<file path="src/rtl/alu_pkg.sv">
// Shared types and constants for the ALU scheduler: opcodes, status codes,
// FSM states and the fixed unit index map.
package alu_pkg;

  localparam int DATA_W    = 32;
  localparam int NUM_UNITS = 3;

  localparam int UNIT_ADD = 0;
  localparam int UNIT_MUL = 1;
  localparam int UNIT_DIV = 2;

  typedef enum logic [1:0] {
    ADD     = 2'd0,
    MUL     = 2'd1,
    DIV     = 2'd2,
    ILLEGAL = 2'd3
  } op_e;

  typedef enum logic [1:0] {
    OK         = 2'd0,
    ILLEGAL_OP = 2'd1,
    TIMEOUT    = 2'd2
  } err_e;

  typedef enum logic [1:0] {
    IDLE  = 2'd0,
    ISSUE = 2'd1,
    WAIT  = 2'd2,
    RESP  = 2'd3
  } state_e;

  // Opcode to one-hot unit select; the illegal opcode selects nothing.
  function automatic logic [NUM_UNITS-1:0] unit_onehot(op_e op);
    logic [NUM_UNITS-1:0] oh;
    oh = '0;
    case (op)
      ADD:     oh[UNIT_ADD] = 1'b1;
      MUL:     oh[UNIT_MUL] = 1'b1;
      DIV:     oh[UNIT_DIV] = 1'b1;
      default: oh = '0;
    endcase
    return oh;
  endfunction

endpackage

</file>
<file path="src/rtl/alu_sched_if.sv">
// Command, unit and response channels of the ALU scheduler.
// The scheduler uses the slave modport; the parser/unit side uses master.
interface alu_sched_if;
  import alu_pkg::*;

  logic                 cmd_valid_i;
  logic                 cmd_ready_o;
  logic [1:0]           cmd_op_i;
  logic [DATA_W-1:0]    cmd_a_i;
  logic [DATA_W-1:0]    cmd_b_i;

  logic [NUM_UNITS-1:0] unit_valid_o;
  logic [NUM_UNITS-1:0] unit_ready_i;
  logic [DATA_W-1:0]    operand_a_o;
  logic [DATA_W-1:0]    operand_b_o;
  logic [NUM_UNITS-1:0] unit_valid_i;
  logic [NUM_UNITS-1:0] unit_ready_o;
  logic [DATA_W-1:0]    add_result_i;
  logic [DATA_W-1:0]    mul_result_i;
  logic [DATA_W-1:0]    div_result_i;

  logic                 rsp_valid_o;
  logic                 rsp_ready_i;
  logic [DATA_W-1:0]    rsp_data_o;
  logic [1:0]           rsp_err_o;
  logic                 busy_o;

  modport slave (
    input  cmd_valid_i, cmd_op_i, cmd_a_i, cmd_b_i,
    input  unit_ready_i, unit_valid_i, add_result_i, mul_result_i, div_result_i,
    input  rsp_ready_i,
    output cmd_ready_o, unit_valid_o, operand_a_o, operand_b_o, unit_ready_o,
    output rsp_valid_o, rsp_data_o, rsp_err_o, busy_o
  );

  modport master (
    output cmd_valid_i, cmd_op_i, cmd_a_i, cmd_b_i,
    output unit_ready_i, unit_valid_i, add_result_i, mul_result_i, div_result_i,
    output rsp_ready_i,
    input  cmd_ready_o, unit_valid_o, operand_a_o, operand_b_o, unit_ready_o,
    input  rsp_valid_o, rsp_data_o, rsp_err_o, busy_o
  );

endinterface

</file>
<file path="src/rtl/alu_sched.sv">
// Single-outstanding-operation scheduler: dispatches one command to the add,
// multiply or divide unit, returns its result, and times out hung units.
module alu_sched
  import alu_pkg::*;
#(
  parameter  int TIMEOUT_CYCLES = 64,
  localparam int TW             = $clog2(TIMEOUT_CYCLES + 1)
) (
  input logic        clk_i,
  input logic        reset_ni,
  alu_sched_if.slave bus
);

  state_e               state_reg, state_next;
  op_e                  op_reg, op_next;
  logic [DATA_W-1:0]    a_reg, a_next;
  logic [DATA_W-1:0]    b_reg, b_next;
  logic [TW-1:0]        wdog_reg, wdog_next;
  logic [NUM_UNITS-1:0] stale_reg, stale_next;
  logic [DATA_W-1:0]    rsp_data_reg, rsp_data_next;
  err_e                 rsp_err_reg, rsp_err_next;

  logic [NUM_UNITS-1:0] sel_oh;
  logic [NUM_UNITS-1:0] unit_valid;
  logic [NUM_UNITS-1:0] stale_set;
  logic [DATA_W-1:0]    sel_result;

  assign sel_oh = unit_onehot(op_reg);

  always_comb begin
    sel_result = bus.add_result_i;
    case (op_reg)
      MUL:     sel_result = bus.mul_result_i;
      DIV:     sel_result = bus.div_result_i;
      default: sel_result = bus.add_result_i;
    endcase
  end

  // A unit with a result still in flight from an aborted op is not re-issued
  // until that result has drained; drain readiness is independent of state.
  generate
    for (genvar gi = 0; gi < NUM_UNITS; gi++) begin : g_unit
      assign unit_valid[gi]       = (state_reg == ISSUE) && sel_oh[gi] && !stale_reg[gi];
      assign bus.unit_ready_o[gi] = stale_reg[gi] | ((state_reg == WAIT) && sel_oh[gi]);
      assign stale_next[gi]       = stale_set[gi] | (stale_reg[gi] & ~bus.unit_valid_i[gi]);
    end
  endgenerate

  always_comb begin
    state_next    = state_reg;
    op_next       = op_reg;
    a_next        = a_reg;
    b_next        = b_reg;
    wdog_next     = wdog_reg;
    rsp_data_next = rsp_data_reg;
    rsp_err_next  = rsp_err_reg;
    stale_set     = '0;

    case (state_reg)
      IDLE: begin
        if (bus.cmd_valid_i) begin
          op_next = op_e'(bus.cmd_op_i);
          a_next  = bus.cmd_a_i;
          b_next  = bus.cmd_b_i;
          if (op_e'(bus.cmd_op_i) == ILLEGAL) begin
            rsp_err_next  = ILLEGAL_OP;
            rsp_data_next = '0;
            state_next    = RESP;
          end else begin
            state_next = ISSUE;
          end
        end
      end

      ISSUE: begin
        if (|(unit_valid & bus.unit_ready_i)) begin
          wdog_next  = '0;
          state_next = WAIT;
        end
      end

      WAIT: begin
        // A result landing on the timeout cycle takes priority.
        if (|(sel_oh & bus.unit_valid_i)) begin
          rsp_data_next = sel_result;
          rsp_err_next  = OK;
          state_next    = RESP;
        end else if (wdog_reg == TW'(TIMEOUT_CYCLES - 1)) begin
          stale_set     = sel_oh;
          rsp_data_next = '0;
          rsp_err_next  = TIMEOUT;
          state_next    = RESP;
        end else begin
          wdog_next = wdog_reg + TW'(1);
        end
      end

      RESP: begin
        if (bus.rsp_ready_i) begin
          state_next = IDLE;
        end
      end

      default: state_next = IDLE;
    endcase
  end

  always_ff @(posedge clk_i) begin
    if (!reset_ni) begin
      state_reg    <= IDLE;
      op_reg       <= ADD;
      a_reg        <= '0;
      b_reg        <= '0;
      wdog_reg     <= '0;
      stale_reg    <= '0;
      rsp_data_reg <= '0;
      rsp_err_reg  <= OK;
    end else begin
      state_reg    <= state_next;
      op_reg       <= op_next;
      a_reg        <= a_next;
      b_reg        <= b_next;
      wdog_reg     <= wdog_next;
      stale_reg    <= stale_next;
      rsp_data_reg <= rsp_data_next;
      rsp_err_reg  <= rsp_err_next;
    end
  end

  assign bus.cmd_ready_o  = (state_reg == IDLE);
  assign bus.unit_valid_o = unit_valid;
  assign bus.operand_a_o  = a_reg;
  assign bus.operand_b_o  = b_reg;
  assign bus.rsp_valid_o  = (state_reg == RESP);
  assign bus.rsp_data_o   = rsp_data_reg;
  assign bus.rsp_err_o    = rsp_err_reg;
  assign bus.busy_o       = (state_reg != IDLE);

endmodule

</file>
<file path="src/flat_wrapper.sv">
// flat-port wrapper written by rule: the top's interface ports become plain ports
module alu_sched_flat import alu_pkg::*;
#(
  parameter  int TIMEOUT_CYCLES = 64,
  localparam int TW             = $clog2(TIMEOUT_CYCLES + 1)
)
  (clk_i, reset_ni, bus_cmd_valid_i, bus_cmd_op_i, bus_cmd_a_i, bus_cmd_b_i, bus_unit_ready_i, bus_unit_valid_i, bus_add_result_i, bus_mul_result_i, bus_div_result_i, bus_rsp_ready_i, bus_cmd_ready_o, bus_unit_valid_o, bus_operand_a_o, bus_operand_b_o, bus_unit_ready_o, bus_rsp_valid_o, bus_rsp_data_o, bus_rsp_err_o, bus_busy_o);
  alu_sched_if bus_i ();
  input logic clk_i;
  input logic reset_ni;
  input wire logic [$bits(bus_i.cmd_valid_i)-1:0] bus_cmd_valid_i;
  input wire logic [$bits(bus_i.cmd_op_i)-1:0] bus_cmd_op_i;
  input wire logic [$bits(bus_i.cmd_a_i)-1:0] bus_cmd_a_i;
  input wire logic [$bits(bus_i.cmd_b_i)-1:0] bus_cmd_b_i;
  input wire logic [$bits(bus_i.unit_ready_i)-1:0] bus_unit_ready_i;
  input wire logic [$bits(bus_i.unit_valid_i)-1:0] bus_unit_valid_i;
  input wire logic [$bits(bus_i.add_result_i)-1:0] bus_add_result_i;
  input wire logic [$bits(bus_i.mul_result_i)-1:0] bus_mul_result_i;
  input wire logic [$bits(bus_i.div_result_i)-1:0] bus_div_result_i;
  input wire logic [$bits(bus_i.rsp_ready_i)-1:0] bus_rsp_ready_i;
  output wire logic [$bits(bus_i.cmd_ready_o)-1:0] bus_cmd_ready_o;
  output wire logic [$bits(bus_i.unit_valid_o)-1:0] bus_unit_valid_o;
  output wire logic [$bits(bus_i.operand_a_o)-1:0] bus_operand_a_o;
  output wire logic [$bits(bus_i.operand_b_o)-1:0] bus_operand_b_o;
  output wire logic [$bits(bus_i.unit_ready_o)-1:0] bus_unit_ready_o;
  output wire logic [$bits(bus_i.rsp_valid_o)-1:0] bus_rsp_valid_o;
  output wire logic [$bits(bus_i.rsp_data_o)-1:0] bus_rsp_data_o;
  output wire logic [$bits(bus_i.rsp_err_o)-1:0] bus_rsp_err_o;
  output wire logic [$bits(bus_i.busy_o)-1:0] bus_busy_o;
  assign bus_i.cmd_valid_i = bus_cmd_valid_i;
  assign bus_i.cmd_op_i = bus_cmd_op_i;
  assign bus_i.cmd_a_i = bus_cmd_a_i;
  assign bus_i.cmd_b_i = bus_cmd_b_i;
  assign bus_i.unit_ready_i = bus_unit_ready_i;
  assign bus_i.unit_valid_i = bus_unit_valid_i;
  assign bus_i.add_result_i = bus_add_result_i;
  assign bus_i.mul_result_i = bus_mul_result_i;
  assign bus_i.div_result_i = bus_div_result_i;
  assign bus_i.rsp_ready_i = bus_rsp_ready_i;
  assign bus_cmd_ready_o = bus_i.cmd_ready_o;
  assign bus_unit_valid_o = bus_i.unit_valid_o;
  assign bus_operand_a_o = bus_i.operand_a_o;
  assign bus_operand_b_o = bus_i.operand_b_o;
  assign bus_unit_ready_o = bus_i.unit_ready_o;
  assign bus_rsp_valid_o = bus_i.rsp_valid_o;
  assign bus_rsp_data_o = bus_i.rsp_data_o;
  assign bus_rsp_err_o = bus_i.rsp_err_o;
  assign bus_busy_o = bus_i.busy_o;
  alu_sched #(.TIMEOUT_CYCLES(TIMEOUT_CYCLES)) u_core (.clk_i(clk_i), .reset_ni(reset_ni), .bus(bus_i));
endmodule
</file>
<file path="config.mk">
export PLATFORM = sky130hd
export DESIGN_NAME = alu_sched_flat
export DESIGN_NICKNAME = d
export VERILOG_FILES = /design/src/rtl/alu_pkg.sv /design/src/rtl/alu_sched_if.sv /design/src/rtl/alu_sched.sv /design/src/flat_wrapper.sv
export SDC_FILE = /design/constraint.sdc
export NUM_CORES = 1
export LEC_CHECK = 0
export CORE_AREA = 2 2 114 116
export CTS_CLUSTER_DIAMETER = 200
export DETAILED_ROUTE_END_ITERATION = 8
export DIE_AREA = 0 0 116 118
export GPL_TIMING_DRIVEN = 0
export PLACE_DENSITY_LB_ADDON = 0.15
export SLEW_MARGIN = 20
export SYNTH_ARGS = -nofsm -noshare
export SYNTH_HDL_FRONTEND = slang
export SYNTH_SLANG_ARGS = --single-unit
</file>
<file path="constraint.sdc">
create_clock -name clk_i -period 2.9 [get_ports clk_i]
set_input_delay 0.29 -clock clk_i [delete_from_list [all_inputs] [get_ports clk_i]]
set_output_delay 0.29 -clock clk_i [all_outputs]
set_load 0.01 [all_outputs]
</file>
==> metrics, run 1 <==
drt drc=0; total CTS buffers=9; Distinct cells, synth=between 40 and 50; Worst-Skew Late Latency=0.34 ns; GRT Overall Usage=0.254; most common cell after layout, fill and taps aside=clkdlybuf4s50_1; Syn. warnings=0; P_leak=2.95 nW; Max FO, Critical Path=10; Initial Util=0.415; post-DP HPWL=~14000 um; syn nets=around 800; internal power=0.00337 W; Crit-path slowest cell=clkdlybuf4s50_1; Finished Cell Area=8440 um^2; CTS H-tree depth=3; Clock Path Buffers=2; RSZ-0062 raised after global routing=no; Die Area=13700 um^2; Area growth, synth to finish=64.0%; Die X=116 um; Setup crit start=u_core.op_reg[0]; Setup Buffers After CTS=0; first-pass GRT wire length=27700 um; Avg Inst Size Synth=between 8 and 9 um^2; CTS tree=done; Cell Rows=slightly above 40; CP bufs+invs=4; register area=2240 um^2; First-pass DRT Iterations=4; # Max-Cap Violations=0; total power=slightly above 0.005 W; clk sinks=112; logic gate share of total power=0.386; status=finished, final reports clean; crit end category=output pin; clock power share=0.256; layout cells sized above 1=0.0341; Clock Pin Slew Worst Setup and Hold Paths=0.07 ns; WL/cell=16.4 um; 1st-iter DRT viols=242; Min-Delay Startpoint=u_core.wdog_reg[6]; Worst slew margin=0.630; part of the cycle the worst path needs=0.861; # fillers=1028; fin crit period=2.50 ns; EDFF count, synth=0; RePlAce Congestion=0.848; Arr. time, crit path=around 2.2 ns; initial antenna violation count=1; critical path launch point type=flip-flop; I/O Pins=around 280; nets=1086; sw frac=0.335; Root Driver=clkbuf_16; Critical Path Max Stage Delay=0.53 ns; largest net degree at the start of global routing=17; number of global-route vias before repair=5654; Core ar.=12400 um^2; hold violation total from the final report=0; worst slew pin tran=roughly 0.55 ns; worst path cell trace=inv_1, ha_1, buf_6, clkbuf_1, and3b_1, clkdlybuf4s50_1; fmax=approximately 0.40 GHz; sequential area share after synthesis=0.435; cts hold-fix bufs=0; sw power=0.00170 W; Flop pwr share=0.359; most frequent cells in the layout=clkdlybuf4s50_1 (277), nand2_1 (215), dfxtp_1 (112), a21boi_0 (69), clkbuf_1 (42); Syn Inst Count=618; max-slew violations=0; ys async rst share=0; Seq cells post-synth=112; number of port buffers=around 280; Final setup viols=0; Top FF cell, synth=dfxtp_1; peak supply drop=0.380 mV; Multi-input gate area=2630 um^2; final wirelength=17800 um; reg2reg start=u_core.op_reg[0]; GRT overflow=0; kind of critical path=flip-flop to output pin; vias=5523; die extent in y=about 120 um; synthesized area=5150 um^2; Layout Skew=roughly 0.0060 ns; placed cell area=between 8000 and 9000 um^2; pwr dens=between 500 and 600 nW/um^2; antenna-violating nets left=0; cts repair resizes=0; via/cell ratio=roughly 5.1; worst hold path class=flip-flop to flip-flop; WP data required=about 2.6 ns; setup TNS=0 ns; CP top delay family=buffers and inverters
worst register-to-register path: cells and delay by family (launching register included):
family,cells,cell delay (ns)
buf+inv,2,0.22
flops,1,0.40
simple gates,3,0.58
fa+ha+maj,1,0.21
compound gates,2,0.80
through the flow:
step	std cells	util	worst slack [ns]	hold slack, ns
floorplan	618	-	0.972	0.407
global placement	1067	0.656	0.701	0.424
detailed placement	1067	0.656	0.625	0.436
CTS	1082	0.680	0.389	0.445
global route	1083	0.680	0.298	0.454
finish	1083	0.680	0.403	0.445
cells by family after synthesis:
family,share of synthesized area
AO/OA/AOI/OAI,0.293
multiplexers,0.00194
flip-flops,0.435
adder cells (fa/ha/maj),0.0194
buffers and inverters,0.0549
AND/OR/NAND/NOR,0.196
power by group through the flow:
stage | logic, W | clock network (W) | registers, W
2_1_floorplan | 0.000966 | 0 | 0.00191
3_3_place_gp | 0.00191 | 0 | 0.00184
3_5_place_dp | 0.00195 | 0 | 0.00185
4_1_cts | 0.00197 | 0.00131 | 0.00182
5_1_grt | 0.00216 | 0.00137 | 0.00184
6_report | 0.00195 | 0.00129 | 0.00182
synth_stat cells (4+ instances only):
master / count / area share
a21boi_0: 69 / 0.10
a21boi_1: 30 / 0.044
a21oi_1: 4 / 0.0039
a22oi_1: 32 / 0.047
buf_1: 4 / 0.0029
buf_6: 8 / 0.017
clkbuf_1: 39 / 0.028
dfxtp_1: 112 / 0.44
ha_1: 8 / 0.019
inv_1: 7 / 0.0051
nand2_1: 215 / 0.16
nor2_1: 4 / 0.0029
nor2b_1: 7 / 0.0085
o2111ai_1: 32 / 0.054
o211ai_1: 5 / 0.0073
o21ai_0: 5 / 0.0049
cell type report:
cell class | instances | area share
Antenna cell | 1 | 0.000296
Tap cell | 172 | 0.0255
Multi-Input combinational cell | 447 | 0.311
Clock inverter | 3 | 0.00800
Timing Repair Buffer | 277 | 0.328
Inverter | 7 | 0.00311
Sequential cell | 112 | 0.266
Buffer | 52 | 0.0304
Clock buffer | 12 | 0.0280
routing by layer:
metal	GRT usage	vias up	wire length, um
met5	0	-	0
li1	-	2720	-
met2	0.444	224	8620
met1	0.268	2543	6620
met4	0.104	0	549
met3	0.102	36	1960
path summary, 6_finish.rpt:
| path | end | slack [ns] | cells past startpoint |
|---|---|---|---|
| setup / recovery | bus_unit_valid_o[2] | 0.40 | 6 |
| hold / removal | u_core.wdog_reg[6] | 0.44 | 2 |
| setup reg to reg | u_core.wdog_reg[5] | 0.59 | 8 |
| hold reg to reg | u_core.wdog_reg[6] | 0.44 | 2 |
(Power assumes the default switching activity.)
==> run 2: changes to the inputs <==
CORE_AREA = 8 8 120 122   (was 2 2 114 116)
DIE_AREA = 0 0 128 130   (was 0 0 116 118)
==> run 2 against run 1 <==
Net effect:
- non-clock buffer count unchanged
- sequential share of layout area is 0.30 points lower
- sequential power about the same
- worst hold slack better by 0.0013 ns
- power up 7.4%
- global-route usage decreased by 2.6 points
- die area increased by 22%
- clock power increased by 26%
- clock skew down 0.00077 ns
- register-to-register slack is essentially flat
- wire length increased by 13%
- maximum frequency decreased by 0.92%
==> metrics, run 2 (synthesis results as in run 1) <==
Setup Buffers After CTS=0; fmax=0.397 GHz; CP top delay family=buffers and inverters; Arr. time, crit path=2.23 ns; most common cell after layout, fill and taps aside=clkdlybuf4s50_1; hold violation total from the final report=0; first-pass GRT wire length=about 30000 um; most frequent cells in the layout=clkdlybuf4s50_1 (277), nand2_1 (215), dfxtp_1 (112), a21boi_0 (69), clkbuf_1 (39); cts repair resizes=0; R2R Setup Slk=0.60 ns; Area growth, synth to finish=65.8%; P_leak=3.00 nW; worst slew pin tran=0.541 ns; Root Driver=clkbuf_16; Core ar.=12400 um^2; post-DP HPWL=16000 um; total CTS buffers=9; layout cells sized above 1=0.0384; GRT overflow=0; number of global-route vias before repair=5706; worst hold path class=flip-flop to flip-flop; status=finished, final reports clean; Cell Rows=41; Finished Cell Area=8540 um^2; pwr dens=637 nW/um^2; WL/cell=around 19 um; placed cell area=around 8100 um^2; Clock Path Buffers=2; CP bufs+invs=4; worst path cell trace=inv_1, ha_1, buf_6, clkbuf_1, and3b_1, clkdlybuf4s50_1; crit end category=output pin; Crit-path slowest cell=clkdlybuf4s50_1; max-slew violations=0; setup TNS=0 ns; number of port buffers=about 280; Worst slew margin=0.637; Initial Util=0.415; kind of critical path=flip-flop to output pin; die extent in y=130 um; final wirelength=roughly 20000 um; nets=1086; Final setup viols=0; I/O Pins=roughly 280; WP data required=2.61 ns; Max FO, Critical Path=10; clk sinks=112; initial antenna violation count=0; antenna-violating nets left=0; largest net degree at the start of global routing=18; Critical Path Max Stage Delay=0.53 ns; cts hold-fix bufs=0; Die X=about 130 um; Clock Pin Slew Worst Setup and Hold Paths=0.07 ns; 1st-iter DRT viols=248; Die Area=between 15000 and 20000 um^2; RePlAce Congestion=0.867; vias=between 5000 and 6000; # Max-Cap Violations=0; drt drc=0; via/cell ratio=5.15; critical path launch point type=flip-flop; diode count=0; RSZ-0062 raised after global routing=no; CTS tree=done; Layout Skew=~0.0052 ns; Worst-Skew Late Latency=around 0.35 ns; First-pass DRT Iterations=4; GRT Overall Usage=0.228; part of the cycle the worst path needs=0.869; CTS H-tree depth=3; peak supply drop=0.380 mV; fin crit period=2.52 ns
## run 2: layer usage
layer | up-vias | track usage | wire [um]
met3 | 29 | 0.0853 | 1990
met5 | - | 0 | 0
met1 | 2611 | 0.238 | 7730
met2 | 222 | 0.416 | 9930
met4 | 0 | 0.0713 | 390
li1 | 2719 | - | -
## run 2: worst paths after layout
| check | from | end | cells after the start |
|---|---|---|---|
| worst max-delay path | u_core.op_reg[0] | bus_unit_valid_o[2] | 6 |
| worst min-delay path | u_core.wdog_reg[6] | u_core.wdog_reg[6] | 2 |
| worst max register to register | u_core.op_reg[0] | u_core.wdog_reg[4] | 8 |
| worst min register to register | u_core.wdog_reg[6] | u_core.wdog_reg[6] | 2 |
## run 2: worst reg2reg max path: stages (launching register included)
cell and delay, ns:
dfxtp_1 0.40, inv_1 0.09, ha_1 0.21, buf_6 0.15, a222oi_1 0.49, nand2_2 0.18
nor2_2 0.23, nand3_2 0.19, o32ai_2 0.28
## run 2: per-stage QoR
stage               setup WS [ns]  cells  power (W)   util  hold slack [ns]
floorplan                   0.972    618    0.00287      -            0.407
global placement            0.710   1067    0.00377  0.656            0.421
detailed placement          0.634   1067    0.00384  0.656            0.436
CTS                         0.363   1083    0.00547  0.688            0.446
global route                0.254   1083    0.00572  0.688            0.464
finish                      0.380   1083    0.00544  0.688            0.446
## run 2: final cells by class
type | count | area [um^2]
plain buffers | 52 | 256
inverters | 7 | 26.3
well taps | 172 | 215
clock buffers | 11 | 253
fillers | 1059 | 3870
repair buffers | 277 | 2770
multi-input cells | 447 | 2630
clock inverters | 5 | 150
flip-flops and latches | 112 | 2240
## run 2: power by group
part | switching, W | internal, W
combinational | 0.00110 | 0.000899
clock | 0.000568 | 0.00107
sequential | 0.0000975 | 0.00171
